## src/rtl/wb_bus_master.sv

```systemverilog
// wb_bus_master: Wishbone classic-cycle initiator for one CPU pipeline port.
//
// Turns a single-cycle CPU request into a CYC/STB/ACK transaction and raises
// a stall request until the transaction completes. It also handles:
//   - a pipeline flush, which aborts the transaction,
//   - a bus-error / timeout watchdog,
//   - holding returned read data while the pipeline stage is stalled.
//
// Ports:
//   wb_clk_i, wb_rst_i       clock; asynchronous active-low reset
//   cpu_ce_i/addr/we/sel/data CPU request (valid, address, write, lanes, wdata)
//   cpu_data_o, stallreq_o   read data to the pipeline; stall request
//   stall_i, flush_i         stage stalled elsewhere; pipeline flush
//   bus_err_o                one-cycle pulse on wb_err_i or timeout
//   wb_*                     Wishbone initiator interface (outputs registered)

module wb_bus_master #(
    parameter int unsigned AW      = 32,
    parameter int unsigned DW      = 32,
    parameter int unsigned TIMEOUT = 16,
    parameter int unsigned TW      = 5
) (
    input  logic          wb_clk_i,
    input  logic          wb_rst_i,
    input  logic          cpu_ce_i,
    input  logic [AW-1:0] cpu_addr_i,
    input  logic          cpu_we_i,
    input  logic [3:0]    cpu_sel_i,
    input  logic [DW-1:0] cpu_data_i,
    output logic [DW-1:0] cpu_data_o,
    output logic          stallreq_o,
    input  logic          stall_i,
    input  logic          flush_i,
    output logic          bus_err_o,
    output logic [AW-1:0] wb_adr_o,
    output logic [DW-1:0] wb_dat_o,
    input  logic [DW-1:0] wb_dat_i,
    output logic [3:0]    wb_sel_o,
    output logic          wb_we_o,
    output logic          wb_stb_o,
    output logic          wb_cyc_o,
    input  logic          wb_ack_i,
    input  logic          wb_err_i
);

    typedef enum logic [1:0] {
        StIdle      = 2'd0,
        StBusy      = 2'd1,
        StWaitStall = 2'd2
    } state_e;

    state_e        r_state, w_state_d;
    logic [AW-1:0] r_adr, w_adr_d;
    logic [DW-1:0] r_dat, w_dat_d;
    logic [3:0]    r_sel, w_sel_d;
    logic          r_we, w_we_d;
    logic          r_stb, w_stb_d;
    logic          r_cyc, w_cyc_d;
    logic          r_bus_err, w_bus_err_d;
    logic [DW-1:0] r_rd_buf, w_rd_buf_d;
    logic [TW-1:0] r_cnt, w_cnt_d;

    logic          w_timeout;
    logic [DW-1:0] w_rd_data;

    // Abort happens at TIMEOUT-1, so the counter never needs to wrap.
    assign w_timeout = (r_cnt == TW'(TIMEOUT - 1));

    // Error/timeout completions return zero; writes never return data.
    assign w_rd_data = (wb_ack_i && !r_we) ? wb_dat_i : '0;

    always_comb begin
        w_state_d   = r_state;
        w_adr_d     = r_adr;
        w_dat_d     = r_dat;
        w_sel_d     = r_sel;
        w_we_d      = r_we;
        w_stb_d     = r_stb;
        w_cyc_d     = r_cyc;
        w_bus_err_d = 1'b0;
        w_rd_buf_d  = r_rd_buf;
        w_cnt_d     = r_cnt;
        stallreq_o  = 1'b0;
        cpu_data_o  = '0;

        unique case (r_state)
            StIdle: begin
                stallreq_o = cpu_ce_i & ~flush_i;
                if (cpu_ce_i && !flush_i) begin
                    w_adr_d   = cpu_addr_i;
                    w_dat_d   = cpu_data_i;
                    w_sel_d   = cpu_sel_i;
                    w_we_d    = cpu_we_i;
                    w_stb_d   = 1'b1;
                    w_cyc_d   = 1'b1;
                    w_cnt_d   = '0;
                    w_state_d = StBusy;
                end
            end

            StBusy: begin
                if (flush_i) begin
                    // Any same-cycle ack is discarded.
                    w_stb_d   = 1'b0;
                    w_cyc_d   = 1'b0;
                    w_state_d = StIdle;
                end else if (wb_ack_i || wb_err_i || w_timeout) begin
                    w_stb_d     = 1'b0;
                    w_cyc_d     = 1'b0;
                    w_we_d      = 1'b0;
                    w_sel_d     = 4'b0000;
                    w_rd_buf_d  = w_rd_data;
                    cpu_data_o  = w_rd_data;
                    // Ack wins over a simultaneous error.
                    w_bus_err_d = ~wb_ack_i;
                    w_state_d   = stall_i ? StWaitStall : StIdle;
                end else begin
                    w_cnt_d    = r_cnt + TW'(1);
                    stallreq_o = 1'b1;
                end
            end

            StWaitStall: begin
                cpu_data_o = r_rd_buf;
                if (flush_i || !stall_i) begin
                    w_state_d = StIdle;
                end
            end

            default: begin
                w_stb_d   = 1'b0;
                w_cyc_d   = 1'b0;
                w_state_d = StIdle;
            end
        endcase
    end

    always_ff @(posedge wb_clk_i or negedge wb_rst_i) begin
        if (!wb_rst_i) begin
            r_state   <= StIdle;
            r_adr     <= '0;
            r_dat     <= '0;
            r_sel     <= 4'b0000;
            r_we      <= 1'b0;
            r_stb     <= 1'b0;
            r_cyc     <= 1'b0;
            r_bus_err <= 1'b0;
            r_rd_buf  <= '0;
            r_cnt     <= '0;
        end else begin
            r_state   <= w_state_d;
            r_adr     <= w_adr_d;
            r_dat     <= w_dat_d;
            r_sel     <= w_sel_d;
            r_we      <= w_we_d;
            r_stb     <= w_stb_d;
            r_cyc     <= w_cyc_d;
            r_bus_err <= w_bus_err_d;
            r_rd_buf  <= w_rd_buf_d;
            r_cnt     <= w_cnt_d;
        end
    end

    assign wb_adr_o  = r_adr;
    assign wb_dat_o  = r_dat;
    assign wb_sel_o  = r_sel;
    assign wb_we_o   = r_we;
    assign wb_stb_o  = r_stb;
    assign wb_cyc_o  = r_cyc;
    assign bus_err_o = r_bus_err;

endmodule

```

## config.mk

```make
export PLATFORM = sky130hd
export DESIGN_NAME = wb_bus_master
export DESIGN_NICKNAME = d
export VERILOG_FILES = /design/src/rtl/wb_bus_master.sv
export SDC_FILE = /design/constraint.sdc
export NUM_CORES = 1
export LEC_CHECK = 0
export ABC_CLOCK_PERIOD_IN_PS = 2580
export CAP_MARGIN = 20
export CORE_MARGIN = 2
export CORE_UTILIZATION = 28
export CTS_BUF_LIST = sky130_fd_sc_hd__clkbuf_4 sky130_fd_sc_hd__clkbuf_8
export DETAILED_ROUTE_END_ITERATION = 8
export GPL_ROUTABILITY_DRIVEN = 1
export GPL_TIMING_DRIVEN = 0
export PLACE_DENSITY = 0.61
export SYNTH_ARGS = -nofsm -noshare
export SYNTH_HDL_FRONTEND = slang
export SYNTH_SLANG_ARGS = --single-unit
```

## constraint.sdc

```tcl
create_clock -name wb_clk_i -period 2.58 [get_ports wb_clk_i]
set_input_delay 0.516 -clock wb_clk_i [delete_from_list [all_inputs] [get_ports wb_clk_i]]
set_output_delay 0.516 -clock wb_clk_i [all_outputs]
set_load 0.01 [all_outputs]
```

* Word-level counts from Yosys, hierarchy flattened *
Cells that the tools add are included.

cells by class
  add/sub/neg operators = 1
  multipliers = 0
  div/mod/pow operators = 0
  magnitude comparators = 0
  equality and inequality tests = 9
  shifts and indexed selects = 0
  muxes and demuxes = 31
  bitwise operators = 4
  reduce and logical (&&, ||, !) cells = 16

operators with widths
  cell                                                                   count
  32-bit two-way mux                                                     3
  32-bit one-hot mux with 2 select lines                                 1
  5-bit two-way mux                                                      3
  4-bit two-way mux                                                      3
  1-bit two-way mux                                                      10
  2-bit two-way mux                                                      5
  2-bit inequality test, second input constant                           5
  5-bit one-hot mux with 2 select lines                                  1
  3-bit AND reduction                                                    3
  4-bit one-hot mux with 2 select lines                                  1
  4-bit AND reduction                                                    2
  2-bit one-hot mux with 3 select lines                                  1
  5-bit by 1-bit adder with 5-bit output, second input constant          1
  5-bit by 4-bit equality test with 1-bit output, second input constant  1
  1-bit one-hot mux with 2 select lines                                  2
  1-bit logical NOT                                                      3
  1-bit logical OR                                                       3
  3-bit inequality test, second input constant                           1
  1-bit NOT                                                              3
  1-bit one-hot mux with 3 select lines                                  1
  2-bit by 1-bit equality test with 1-bit output, second input constant  1
  2-bit equality test, second input constant                             1
  1-bit logical AND                                                      2
  2-bit logical NOT                                                      1
  3 further kinds                                                        3

storage, ports and cells
  register bits after elaboration = 110
  latch bits = 0
  RAM bits = 0
  memory bits (read-only) = 0
  input bits = 108
  output and inout bits = 105
  word-level logic and storage cells = 70
  memories kept = 0

* Logic depth before layout (Yosys ltp) *
  word-level depth = 6
  depth in mapped cells = 9
  gate-level depth less buffers = 7

* Worst setup path before layout *
No wires, ideal clock.

  path type = reg-to-output
  from = reg r_state[1]
  to = out cpu_data_o[18]
  arrival time = 1678 ps
  data required time = 2064 ps
  slack = 386 ps
  cell stages (with the launch flop) = 10
  buffers on the path = 3
  cells stage by stage = dfrtp_1 > inv_1 > ha_1 > buf_4 > nor2b_1 > and3b_1 > buf_2 > buf_4 > a22oi_1 > nor2b_1

between the ends
  cells in the longest elaborated chain, start to end = 2

ends and longest elaborated chain
  element                                                                                       line  RTL
  start, declared                                                                               52    state_e r_state, w_state_d;
  start signal, assigned                                                                        140   r_state <= StIdle;
  start signal, assigned                                                                        151   r_state <= w_state_d;
  2-bit equality test / 2-bit by 1-bit equality test with 1-bit output (equally long branches)  86    unique case (r_state)
  32-bit one-hot mux with 2 select lines (*)                                                    86
  end, declared                                                                                 30    output logic [DW-1:0] cpu_data_o,

Mark *: on every way between the ends. The rest lies on a longest branch, timed or not.

* Worst setup path after layout *
  from = reg r_state[1]
  to = out cpu_data_o[27]

The elaborated chain is that of the path after synthesis.

==> summary.md <==
| Metric | Value |
|---|---|
| Worst R2R Start | `r_cnt[0]` |
| Worst setup endpoint | `cpu_data_o[27]` |
| Yosys Warn Count | `0` |
| Initial DRC count | `169` |
| EDFF count, synth | `0` |
| R2R depth | `8` |
| Maximum root-to-sink buffer count | `2` |
| Setup Viol. Count Final | `1` |
| Via Count | `a little under 4000` |
| Fin area | `about 0.0076 mm^2` |
| Period utilisation layout | `100.9%` |
| Multi-input logic area | `0.001997 mm^2` |
| Synth top area cells | `dfrtp_1, mux2_2, a22o_1` |
| #FFs+latches synth | `110` |
| Yosys cell types | `34` |
| Diode count | `0` |
| CTS Hold Buffers Added | `0` |
| Max-cap violations | `0` |
| Arrival time worst endpoint | `around 2100 ps` |
| I/O pin cnt | `between 200 and 250` |
| Register Area | `0.002753 mm^2` |
| Grt ovf | `0` |
| Cell count after synthesis | `between 300 and 400` |
| Clock latency on the worst-skew pair | `between 300 and 400 ps` |
| Setup ws final | `-22.56 ps` |
| LEAKAGE | `3.228 nW` |
| Element type at the critical path start | `register` |
| Hold Crit Class | `input port to async pin` |
| CTS sink count | `110` |
| R2R Setup Slk | `between 200 and 300 ps` |
| Slew Viols, Final | `0` |
| Failing checks | `negative setup slack` |
| Final ANT Viol Nets | `0` |
| Initial Util | `between 20 and 30%` |
| Largest net degree at the start of global routing | `69` |
| Seq/Total Area, Yosys | `between 50% and 60%` |
| Share of cells above drive strength 1 | `between 30 and 40%` |
| Total track usage | `roughly 16%` |
| Die Area | `0.01798 mm^2` |
| Clock transition at path regs | `about 100 ps` |
| H-tree levels | `3` |
| CP startpoint | `r_state[1]` |
| Critical path class | `register to output pin` |
| Final Hold Viols | `0` |
| Routability Congestion | `0.7606` |
| Area leader, netlist | `dfrtp_1` |
| Min Tclk post-route | `~2600 ps` |
| Num CTS Buffers | `9` |
| Core area | `0.01658 mm^2` |
| Worst Tran Pin Value | `approximately 440 ps` |
| Vert. Die Dim | `134.1 um` |
| NumNets Final | `707` |
| Power per cell area | `a little over 1000 mW/mm^2` |
| Post-Route WL | `13990 um` |
| Share of Yosys cell area claimed by the top area cell type | `~58%` |
| Status | `complete, but fails checks` |
| VDD IR max | `between 0.0004 and 0.0005 V` |
| Antenna violations before repair | `0` |
| Post-Synthesis Cell Area | `between 0.004 and 0.005 mm^2` |
| CP endpoint kind | `output pin` |
| Number of global-route vias before repair | `approximately 4300` |
| PortBufs | `between 200 and 250` |
| Syn_area_per_cell | `approximately 13 um^2` |
| DR WL/cell | `around 17 um` |
| Drt drc | `0` |
| RSZ-0062 raised after global routing | `yes` |
| Placed inst area | `a little over 0.007 mm^2` |
| Fraction of registers with async set/reset | `100.0%` |
| CTS tree | `built` |
| # rows | `47` |
| Main synth FF type | `dfrtp_1` |
| Via density | `between 4 and 5` |
| DRT Pass-1 Iters | `4` |
| Relative slew slack | `about 70%` |
| Setup TNS | `-22.56 ps` |
| Worst Path Required | `a little over 2000 ps` |
| Reg2reg end | `r_rd_buf[16]` |
| Clk root buf | `clkbuf_8` |
| Final Skew | `5.833 ps` |
| Max frequency | `between 0.3 and 0.4 GHz` |
| Worst hold margin | `approximately 32 ps` |
| HPWL after detailed placement | `a little over 10000 um` |
| Die width | `~130 um` |
| Worst-path fanout max | `6` |
| Synth Net Count | `between 400 and 500` |
| Fill count | `around 1600` |
| Area Growth Syn to Fin | `59.76%` |
| First-pass GRT wire length | `22640 um` |
==> metal layers <==
layer,part of all wire (%),global-route usage (%),up-vias
met1,40,18.66,1929
met4,1.7,5.029,0
met5,0,0,-
met3,8.4,6.311,18
li1,-,-,1775
met2,50,27.32,157
==> Yosys cell counts, types with 2 or more instances <==
master and instances:
dfrtp_1 110, mux2_2 65, a22o_1 37, nor2b_1 34
a22oi_1 32, buf_2 15, nand2_1 8, clkbuf_1 7
buf_4 5, ha_1 5, inv_1 5, a21oi_1 3
nand3_1 3, nor2_1 3, mux2i_1 2, nand4_1 2
o21ai_0 2
==> timing repair <==
item,CTS,global route
setup buffers,13,4
pin swaps,11,7
resized for setup,184,19
endpoints found under the hold margin,0,0
gates cloned,3,0
endpoints found under the setup margin,33,33
==> cell type report <==
type	count	share of cell area, %
flip-flops and latches	110	36.36
repair buffers	231	28.36
multi-input cells	212	26.38
well taps	220	3.636
plain buffers	25	2.298
clock buffers	9	1.636
clock inverters	7	1.074
inverters	5	0.2479
==> sequential cells by signal, indices dropped and copies added, names as in the netlist <==
signal     cells
bus_err_o      1
r_cnt          5
r_rd_buf      32
r_state        2
wb_adr_o      32
wb_cyc_o       1
wb_dat_o      32
wb_sel_o       4
wb_we_o        1
==> report_power, final <==
| group | total (mW) | leakage, nW | internal (mW) | switching (mW) |
|---|---|---|---|---|
| Combinational | 3.77 | 1.76 | 2.25 | 1.52 |
| Clock | 1.09 | 0.106 | 0.465 | 0.629 |
| Sequential | 2.92 | 1.36 | 2.49 | 0.438 |
==> worst max-delay path, stage by stage, from the launching register on <==
cell and delay (ps):
dfrtp_1 400, inv_2 90, ha_4 140, nor2b_4 130, and3b_1 170, buf_6 140
buf_6 130, buf_8 130, a22oi_2 60, nor2b_1 160, buf_2 160
==> kinds of logic after synthesis <==
kind of cell	Yosys count	synth area share [%]
DFF	110	58.09
and+or+nand+nor	60	7.632
muxes	67	15.87
AOI/OAI and AO/OA	80	13.65
buffers and inverters	33	3.433
adders and majority gates	5	1.320
==> stage by stage <==
stage	util, %	power, mW	setup slack [ps]	instances
after floorplan	-	4.609	386.2	355
after global placement	43.03	6.444	-3413	787
after detailed placement	43.20	6.529	-807.8	788
after CTS	45.79	7.919	-131.2	819
after global routing	45.65	8.299	-124.8	819
final	45.65	7.790	-22.56	819
==> how the worst min path moves through the flow <==
stage,endpoint,slack [ps],from
floorplan,bus_err_o,220,wb_rst_i
global placement,r_cnt[2],480,r_cnt[2]
detailed placement,r_rd_buf[4],470,wb_rst_i
CTS,wb_adr_o[22],30,wb_rst_i
global route,wb_dat_o[2],40,wb_rst_i
finish,r_rd_buf[4],30,wb_rst_i
==> placed cells by master (no fill, tap or decap), drive strengths merged <==
cell	Yosys	layout
buf	20	72
nand2b	1	1
or3	1	1
o21ai	3	3
o311ai	1	1
o32a	1	1
clkinv	0	3
o32ai	1	1
nand2	8	8
or4	1	1
nor3	3	3
a221oi	1	1
nand3	3	3
dlygate4sd2	0	1
nor2b	34	34
a21oi	3	3
and3b	1	1
mux2	65	65
a22oi	32	32
nor2	3	3
o41ai	1	1
and3	1	1
clkdlybuf4s50	0	177
clkbuf	8	15
inv	5	8
bufinv	0	1
ha	5	5
nand3b	1	1
nand4	2	2
a22o	37	37
mux2i	2	2
or2	1	1
dfrtp	110	110
Note: power is estimated with default switching activity, not from simulation.
